### src/rtl/uart_pkg.sv
// Shared UART constants and state encodings used by the transmitter and receiver.
package uart_pkg;

    localparam int unsigned OVERSAMPLE    = 16;
    localparam int unsigned BITS_PER_BYTE = 8;
    localparam int unsigned GAP_TICKS     = 2 * OVERSAMPLE;

    typedef enum logic [2:0] {
        StIdle  = 3'd0,
        StStart = 3'd1,
        StData  = 3'd2,
        StStop  = 3'd3,
        StGap   = 3'd4
    } uart_state_e;

    typedef enum logic [1:0] {
        WordIdle = 2'd0,
        WordSend = 2'd1,
        WordGap  = 2'd2
    } word_state_e;

endpackage

### src/rtl/uart_tx_byte.sv
// 8N1 byte serialiser paced by a 16x oversample tick; start/ready handshake.
module uart_tx_byte
    import uart_pkg::*;
(
    input  logic       clk,
    input  logic       rst,
    input  logic       clken,
    input  logic       start,
    input  logic [7:0] data,
    output logic       ready,
    output logic       stop_end,
    output logic       tx
);

    localparam logic [3:0] TickLast = 4'(OVERSAMPLE - 1);
    localparam logic [2:0] BitLast  = 3'(BITS_PER_BYTE - 1);

    uart_state_e state_q, state_d;
    logic [3:0]  tick_q, tick_d;
    logic [2:0]  bit_idx_q, bit_idx_d;
    logic        tx_q, tx_d;

    always_ff @(posedge clk or posedge rst) begin
        if (rst) begin
            state_q   <= StIdle;
            tick_q    <= '0;
            bit_idx_q <= '0;
            tx_q      <= 1'b1;
        end else begin
            state_q   <= state_d;
            tick_q    <= tick_d;
            bit_idx_q <= bit_idx_d;
            tx_q      <= tx_d;
        end
    end

    always_comb begin
        state_d   = state_q;
        tick_d    = tick_q;
        bit_idx_d = bit_idx_q;
        stop_end  = 1'b0;
        case (state_q)
            StIdle: begin
                if (start) begin
                    state_d   = StStart;
                    tick_d    = '0;
                    bit_idx_d = '0;
                end
            end
            StStart: begin
                if (clken) begin
                    tick_d = tick_q + 4'd1;
                    if (tick_q == TickLast) begin
                        state_d   = StData;
                        bit_idx_d = '0;
                    end
                end
            end
            StData: begin
                if (clken) begin
                    tick_d = tick_q + 4'd1;
                    if (tick_q == TickLast) begin
                        bit_idx_d = bit_idx_q + 3'd1;
                        if (bit_idx_q == BitLast) begin
                            state_d = StStop;
                        end
                    end
                end
            end
            StStop: begin
                if (clken) begin
                    tick_d = tick_q + 4'd1;
                    if (tick_q == TickLast) begin
                        stop_end  = 1'b1;
                        bit_idx_d = '0;
                        // Back-to-back chaining: a start here skips idle entirely.
                        state_d   = start ? StStart : StIdle;
                    end
                end
            end
            default: state_d = StIdle;
        endcase
    end

    // Line level follows the state one clk later.
    always_comb begin
        case (state_q)
            StStart: tx_d = 1'b0;
            StData:  tx_d = data[bit_idx_q];
            default: tx_d = 1'b1;
        endcase
    end

    assign ready = (state_q == StIdle);
    assign tx    = tx_q;

endmodule

### src/rtl/uart_tx_word.sv
// Sends a DATA_WIDTH word as DATA_WIDTH/8 8N1 frames, LSB byte first.
// Define UART_TX_INTERBYTE_GAP_EN to insert 32 idle ticks between bytes.
module uart_tx_word
    import uart_pkg::*;
#(
    parameter int unsigned DATA_WIDTH = 32
) (
    input  logic                  clk,
    input  logic                  rst,
    input  logic                  clken,
    input  logic                  wr_en,
    input  logic [DATA_WIDTH-1:0] data_in,
    output logic                  tx,
    output logic                  busy,
    output logic                  done
);

    localparam int unsigned NBYTES   = DATA_WIDTH / 8;
    localparam logic [1:0]  LastByte = 2'(NBYTES - 1);

    word_state_e           state_q, state_d;
    logic [1:0]            byte_idx_q, byte_idx_d;
    logic [DATA_WIDTH-1:0] word_q, word_d;
    logic                  done_q, done_d;
    logic                  start;
    logic                  byte_ready;
    logic                  stop_end;
    logic [31:0]           word_ext;
    logic [7:0]            byte_sel;

`ifdef UART_TX_INTERBYTE_GAP_EN
    localparam logic [4:0] GapLast = 5'(GAP_TICKS - 1);
    logic [4:0] gap_tick_q, gap_tick_d;

    always_ff @(posedge clk or posedge rst) begin
        if (rst) begin
            gap_tick_q <= '0;
        end else begin
            gap_tick_q <= gap_tick_d;
        end
    end
`endif

    always_ff @(posedge clk or posedge rst) begin
        if (rst) begin
            state_q    <= WordIdle;
            byte_idx_q <= '0;
            word_q     <= '0;
            done_q     <= 1'b0;
        end else begin
            state_q    <= state_d;
            byte_idx_q <= byte_idx_d;
            word_q     <= word_d;
            done_q     <= done_d;
        end
    end

    always_comb begin
        state_d    = state_q;
        byte_idx_d = byte_idx_q;
        word_d     = word_q;
        done_d     = 1'b0;
        start      = 1'b0;
`ifdef UART_TX_INTERBYTE_GAP_EN
        gap_tick_d = gap_tick_q;
`endif
        case (state_q)
            WordIdle: begin
                if (wr_en && byte_ready) begin
                    word_d     = data_in;
                    byte_idx_d = '0;
                    start      = 1'b1;
                    state_d    = WordSend;
                end
            end
            WordSend: begin
                if (stop_end) begin
                    if (byte_idx_q == LastByte) begin
                        state_d = WordIdle;
                        done_d  = 1'b1;
                    end else begin
                        byte_idx_d = byte_idx_q + 2'd1;
`ifdef UART_TX_INTERBYTE_GAP_EN
                        state_d    = WordGap;
                        gap_tick_d = '0;
`else
                        start      = 1'b1;
`endif
                    end
                end
            end
`ifdef UART_TX_INTERBYTE_GAP_EN
            WordGap: begin
                if (clken) begin
                    gap_tick_d = gap_tick_q + 5'd1;
                    if (gap_tick_q == GapLast) begin
                        start   = 1'b1;
                        state_d = WordSend;
                    end
                end
            end
`endif
            default: state_d = WordIdle;
        endcase
    end

    // Widen to 32 bits so the byte select stays in range for every legal width.
    assign word_ext = 32'(word_q);
    assign byte_sel = word_ext[{byte_idx_q, 3'b000} +: 8];

    uart_tx_byte u_tx_byte (
        .clk      (clk),
        .rst      (rst),
        .clken    (clken),
        .start    (start),
        .data     (byte_sel),
        .ready    (byte_ready),
        .stop_end (stop_end),
        .tx       (tx)
    );

    assign busy = (state_q != WordIdle);
    assign done = done_q;

endmodule
### config.mk
export PLATFORM = sky130hd
export DESIGN_NAME = uart_tx_word
export DESIGN_NICKNAME = d
export VERILOG_FILES = /design/src/rtl/uart_pkg.sv /design/src/rtl/uart_tx_byte.sv /design/src/rtl/uart_tx_word.sv
export SDC_FILE = /design/constraint.sdc
export NUM_CORES = 1
export LEC_CHECK = 0
export ABC_AREA = 1
export BUFFER_PORTS_ARGS = -buffer_cell sky130_fd_sc_hd__buf_2
export CAP_MARGIN = 20
export CELL_PAD_IN_SITES_DETAIL_PLACEMENT = 0
export CELL_PAD_IN_SITES_GLOBAL_PLACEMENT = 1
export CORE_UTILIZATION = 43
export DETAILED_ROUTE_END_ITERATION = 6
export PLACE_DENSITY = 0.84
export SLEW_MARGIN = 20
export SYNTH_ARGS = -nofsm -noshare
export SYNTH_HDL_FRONTEND = slang
export SYNTH_SLANG_ARGS = --single-unit
export TNS_END_PERCENT = 100
### constraint.sdc
create_clock -name clk -period 2 [get_ports clk]
set_input_delay 0.4 -clock clk [delete_from_list [all_inputs] [get_ports clk]]
set_output_delay 0.4 -clock clk [all_outputs]
set_load 0.01 [all_outputs]
==> impl_metrics.tcl, run 1 <==
set metrics [dict create \
    reg2reg_depth 5 \
    wire_per_inst_um 12.3 \
    drt-initial-drc-count 79 \
    power.leakage_nw 1.36 \
    fin_ws_ps 311 \
    pin_count 39 \
    rrSetupSlack_ps 310 \
    synth_edf_count 0 \
    maxSlewViolCount 0 \
    io_buffers 38 \
    async_flop_share_pct 100 \
    p_int_mw 2.29 \
    ys_seq_area_share_pct 49.1 \
    cts_setup_buffers 0 \
    final_layout_size_suffix_gt1_share_pct 33.3 \
    cts.reportedPaths.clkPinSlew_ps 90 \
    relSlewSlack_pct 61.9 \
    ys_ff_latch 46 \
    synth.avg_cell_area_um2 9.95 \
    synthMuxAreaShare_pct 15.4 \
    synthAdderAreaFrac_pct 4.80 \
    tns_ps 0 \
    dominantRegCellSynth "dfrtp_1" \
    cts-resized-gates 0 \
    fp-row-count 26 \
    cts-buffers-inserted 5 \
    setup_viol 0 \
    htreeDepth 2 \
    postLayoutCoreUtil_pct 52.4 \
    cellPowerDensity_nw_per_um2 1300 \
    cp-start-kind "register" \
    hold_ws_ps 219 \
    min_path_type "primary input to async pin" \
    start_util_pct 45.4 \
    synth_cells 236 \
    fmax_mhz 592 \
    grt_pass1_wl_um 7220 \
    comb_power_share_pct 34.8 \
    grtUsageTotal_pct 17.5 \
    clock-sinks 46 \
    critPathArrivalTime_ps 1880 \
    synth.distinct_cells 26 \
    syn-cell-area_um2 2350 \
    fp.dieH_um 75.9 \
    fin_nets 323 \
    synthSimpleGateAreaFrac_pct 22.9 \
    pre_cts_slack_ps 330 \
    p_switching_mw 1.23 \
    grt_max_degree 47 \
    max_cap_violations 0 \
    wirelength_um 4310 \
    die_x_um 75.9 \
    first_global_vias 1565 \
    drcViolationCount 0 \
    vias 1670 \
    hold_viol_final 0 \
    clock_latency_ps 300 \
    swShare_pct 34.8 \
    antenna_found_initial 0 \
    cp-end-kind "register" \
    gp_congestion 0.766 \
    hold_buffers 0 \
    worst_slew_pin_slew_ps 572 \
    ant_nets 0 \
    synth_fp_nets 281 \
    crit_path_max_fanout 20 \
    skew_ps 4.38 \
    coreArea_um2 5170 \
    syn_to_final_growth_pct 15.4 \
    yosys_warnings 0 \
    period_share_pct 84.4 \
    n_antenna_cell 0 \
    synth_compound_area_share_pct 1.97 \
    synth_top_family_by_area "simple AND/OR/NAND/NOR gates" \
    cts_tree "done" \
    critPathKind "register to register" \
    status "finished clean" \
    grt_setup_unrepaired "no" \
    clockPowerShare_pct 19.6 \
    die-area_um2 5760 \
    viasPerCell 4.79 \
    yosys.area_share.xor_xnor_pct 0.373 \
    vdd_drop_max_uv 570 \
    clockBufferDepth 2 \
    p_seq_share_pct 45.6 \
    gr-total-overflow 0 \
    fin_crit_ps 1690 \
    crit_required_ps 2190 \
    root_buffer "clkbuf_8" \
    dr.pass1.iters 4 \
    post-dp-hpwl_um 3180 \
]
[path summary, 6_finish.rpt]
kind / endpoint / from
max: word_ext[17] / u_tx_byte.state_q[1]
min: byte_idx_q[1] / rst
max reg2reg: word_ext[17] / u_tx_byte.state_q[1]
min reg2reg: word_ext[17] / word_ext[17]
max in group asynchronous: u_tx_byte.bit_idx_q[0] / rst
min in group clk: word_ext[17] / data_in[17]
[cell families after synthesis]
| group | Yosys count |
|---|---|
| buf+inv | 23 |
| mux | 32 |
| flops | 46 |
| xor+xnor | 1 |
| compound gates | 9 |
| fa+ha+maj | 9 |
| simple gates | 116 |
[layout make-up]
type                    count  area, um^2
clock buffers               6        72.6
clock inverters             2        37.5
fillers                   489        2460
inverters                  16        60.1
multi-input cells         167        1070
flip-flops and latches     46        1150
well taps                  70        87.6
repair buffers             42         233
[power by group through the flow]
stage / clock network (mW) / logic, mW / registers [mW]
4_1_cts: 0.709 / 1.24 / 1.61
5_1_grt: 0.745 / 1.43 / 1.66
2_1_floorplan: 0 / 1.01 / 1.52
3_5_place_dp: 0 / 1.23 / 1.63
6_report: 0.690 / 1.22 / 1.61
3_3_place_gp: 0 / 1.22 / 1.61
[layout by cell type, fill, tap and decap left out]
master and instances:
or2_2 3, inv_2 1, mux2_1 1, o21ai_0 6, dfstp_2 1, clkbuf_8 5, nand3b_4 1, nand3_2 2
inv_1 13, a21oi_1 2, buf_4 3, buf_2 38, xnor2_1 1, nor2_2 1, ha_1 9, clkinv_1 2
mux2_2 31, clkinvlp_4 1, nand4_2 1, nand2_2 2, nand3b_1 1, dfrtp_1 45, nand2_1 69, o22ai_1 1
buf_12 1, nor2_4 1, nand3_1 31, clkbuf_1 1, bufinv_16 1, nor2_1 4
[cells in the mapped netlist, types with 2 or more instances]
cell type,number,area (um^2)
or2_2,3,18.8
nand2_1,69,259
a21oi_1,2,10.0
nand3_1,31,155
o21ai_0,6,30.0
dfrtp_1,45,1130
ha_1,9,113
inv_1,14,52.6
mux2_2,31,349
nand3_2,2,20.0
buf_6,5,56.3
nand2_2,2,12.5
nor2_1,4,15.0
[stage by stage]
step                      cell area, um^2  instances  power [mW]
after global placement               2600        341        2.83
after CTS                            2710        349        3.56
after global routing                 2710        349        3.83
final                                2710        349        3.52
after floorplan                      2350        236        2.53
after detailed placement             2600        341        2.86
[critical path: stages, from the launching register on]
cell and delay [ps]:
dfrtp_1 430, inv_1 130, ha_1 230, nand3b_4 230, buf_12 240, mux2_1 310
[registers in the layout, indices dropped and copies added (netlist names)]
signal,flops
word_ext,32
u_tx_byte.tick_q,4
u_tx_byte.bit_idx_q,3
byte_idx_q,2
u_tx_byte.state_q,2
done,1
state_q,1
u_tx_byte.tx,1
[routing by layer]
metal | vias up | GRT usage [%] | routed length (um)
met1 | 776 | 23.3 | 2050
met4 | 0 | 6.79 | 77
met5 | - | 0 | 0
met2 | 29 | 27.3 | 2040
met3 | 7 | 4.37 | 145
li1 | 858 | - | -
Power figures use the tool's default switching activity.
==> run 2, diff against run 1 <==
Clock period 2 ns to 1.64 ns, I/O delays scaled along.
==> impl_metrics.tcl, run 2 (synthesis results as in run 1) <==
set metrics [dict create \
    cp-start-kind "register" \
    cellPowerDensity_nw_per_um2 1570 \
    final-instance-count-excl-fill 359 \
    postLayoutCoreUtil_pct 55.2 \
    die_x_um 75.9 \
    layout_commonest_cell "nand2_1" \
    crit_slowest_cell "dfrtp_1" \
    critPathArrivalTime_ps 1760 \
    worst_slew_pin_slew_ps 290 \
    place_inst 347 \
    post-dp-hpwl_um 3240 \
    crit_path_max_fanout 4 \
    start_util_pct 45.4 \
    fmax_mhz 641 \
    pre_cts_slack_ps 46.9 \
    placed_area_um2 2670 \
    layout_common_cells "nand2_1 (69), dfrtp_1 (45), buf_2 (38)" \
    fin_crit_ps 1560 \
    clockBufferDepth 2 \
    setup_viol 0 \
    maxSlewViolCount 0 \
    hold_viol_final 0 \
    antenna_found_initial 0 \
    wire_per_inst_um 12.6 \
    max_cap_violations 0 \
    clock-sinks 46 \
    gr-total-overflow 0 \
    power.leakage_nw 1.42 \
    critPathKind "register to register" \
    tns_ps 0 \
    total_power_mw 4.49 \
    reg2reg_from "u_tx_byte.state_q[0]" \
    n_antenna_cell 0 \
    crit_top_cell "nand2_1" \
    fin_ws_ps 80.3 \
    first_global_vias 1609 \
    crit_path_cell_trace "inv_2 -> ha_1 -> or2_2 -> o22ai_4 -> nand3b_1 -> nand2_1 -> nand2_1" \
    fp-row-count 26 \
    coreArea_um2 5170 \
    slowest_delay_ps 410 \
    cts-buffers-inserted 5 \
    min_path_type "primary input to async pin" \
    largest_reg_flops 32 \
    root_buffer "clkbuf_8" \
    skew_ps 8.11 \
    vdd_drop_max_uv 695 \
    dr.pass1.iters 4 \
    ant_nets 0 \
    fp.dieH_um 75.9 \
    drcViolationCount 0 \
    gp_congestion 0.745 \
    fin_area_um2 2860 \
    relSlewSlack_pct 80.6 \
    cp-end-kind "register" \
    pin_count 39 \
    cts_tree "done" \
    final_layout_size_suffix_gt1_share_pct 37.7 \
    die-area_um2 5760 \
    syn_to_final_growth_pct 21.7 \
    grtUsageTotal_pct 16.8 \
    clock_latency_ps 300 \
    hold_ws_ps 46.7 \
    period_share_pct 95.1 \
    cts.reportedPaths.clkPinSlew_ps 90 \
    crit_required_ps 1840 \
    hold_buffers 0 \
    htreeDepth 2 \
    viasPerCell 4.84 \
    io_buffers 38 \
    drt-initial-drc-count 68 \
    startpoint "u_tx_byte.state_q[0]" \
    status "finished clean" \
    vias 1738 \
    grt_max_degree 47 \
    fin_nets 333 \
    wirelength_um 4510 \
    grt_pass1_wl_um 7080 \
]
## run 2: changes by cell type in the layout (fill, tap and decap cells not counted)
| cell | change |
|---|---|
| o22ai_4 | +1 |
| nor2_2 | -1 |
| inv_2 | +3 |
| nand3_4 | +2 |
| ha_1 | -2 |
| o22ai_1 | -1 |
| nand3_2 | -2 |
| ha_2 | +2 |
| nor2_4 | +1 |
| buf_12 | +2 |
| nand4_4 | +1 |
| inv_1 | -3 |
| nand4_2 | -1 |
| buf_4 | +8 |
## run 2: layer usage
metal | global-route usage, % | part of all wire, % | up-vias
met2 | 29.8 | 51 | 24
met4 | 5.56 | 1.2 | 0
met1 | 20.1 | 44 | 828
met5 | 0 | 0 | -
li1 | - | - | 881
met3 | 3.97 | 3.1 | 5
## run 2: worst max-delay path, delay by kind of cell (launching register included)
family | cells | cell delay, ps
buffers and inverters | 1 | 70
adders and majority gates | 1 | 210
AOI/OAI and AO/OA | 1 | 120
DFF | 1 | 410
and+or+nand+nor | 4 | 650
## run 2: final timing paths
check                                        to  slack [ps]  cells after the start
max reg2reg                u_tx_byte.state_q[0]          80                      7
min                        u_tx_byte.state_q[1]          50                      3
min in group clk                   word_ext[17]         250                      2
max in group asynchronous          u_tx_byte.tx        1330                      3
min reg2reg                        word_ext[17]         500                      1
max                        u_tx_byte.state_q[0]          80                      7
## run 2: repair_timing
action | in CTS | in global routing
buffers inserted | 0 | 4
endpoints found under the hold margin | 0 | 0
setup endpoints to repair | 0 | 7
resized for setup | 0 | 11
## run 2: layout make-up
| type | count | area (um^2) |
|---|---|---|
| well taps | 70 | 87.6 |
| fillers | 475 | 2320 |
| clock buffers | 6 | 72.6 |
| inverters | 16 | 60.1 |
| clock inverters | 2 | 37.5 |
| repair buffers | 52 | 333 |
| multi-input cells | 167 | 1110 |
| flip-flops and latches | 46 | 1150 |
## run 2: report_power, final
| group | total (mW) | internal, mW | switching (mW) | leakage (nW) |
|---|---|---|---|---|
| Sequential | 1.93 | 1.63 | 0.304 | 0.579 |
| Combinational | 1.72 | 0.851 | 0.868 | 0.792 |
| Clock | 0.839 | 0.455 | 0.384 | 0.0514 |
| Total | 4.49 | 2.93 | 1.56 | 1.42 |
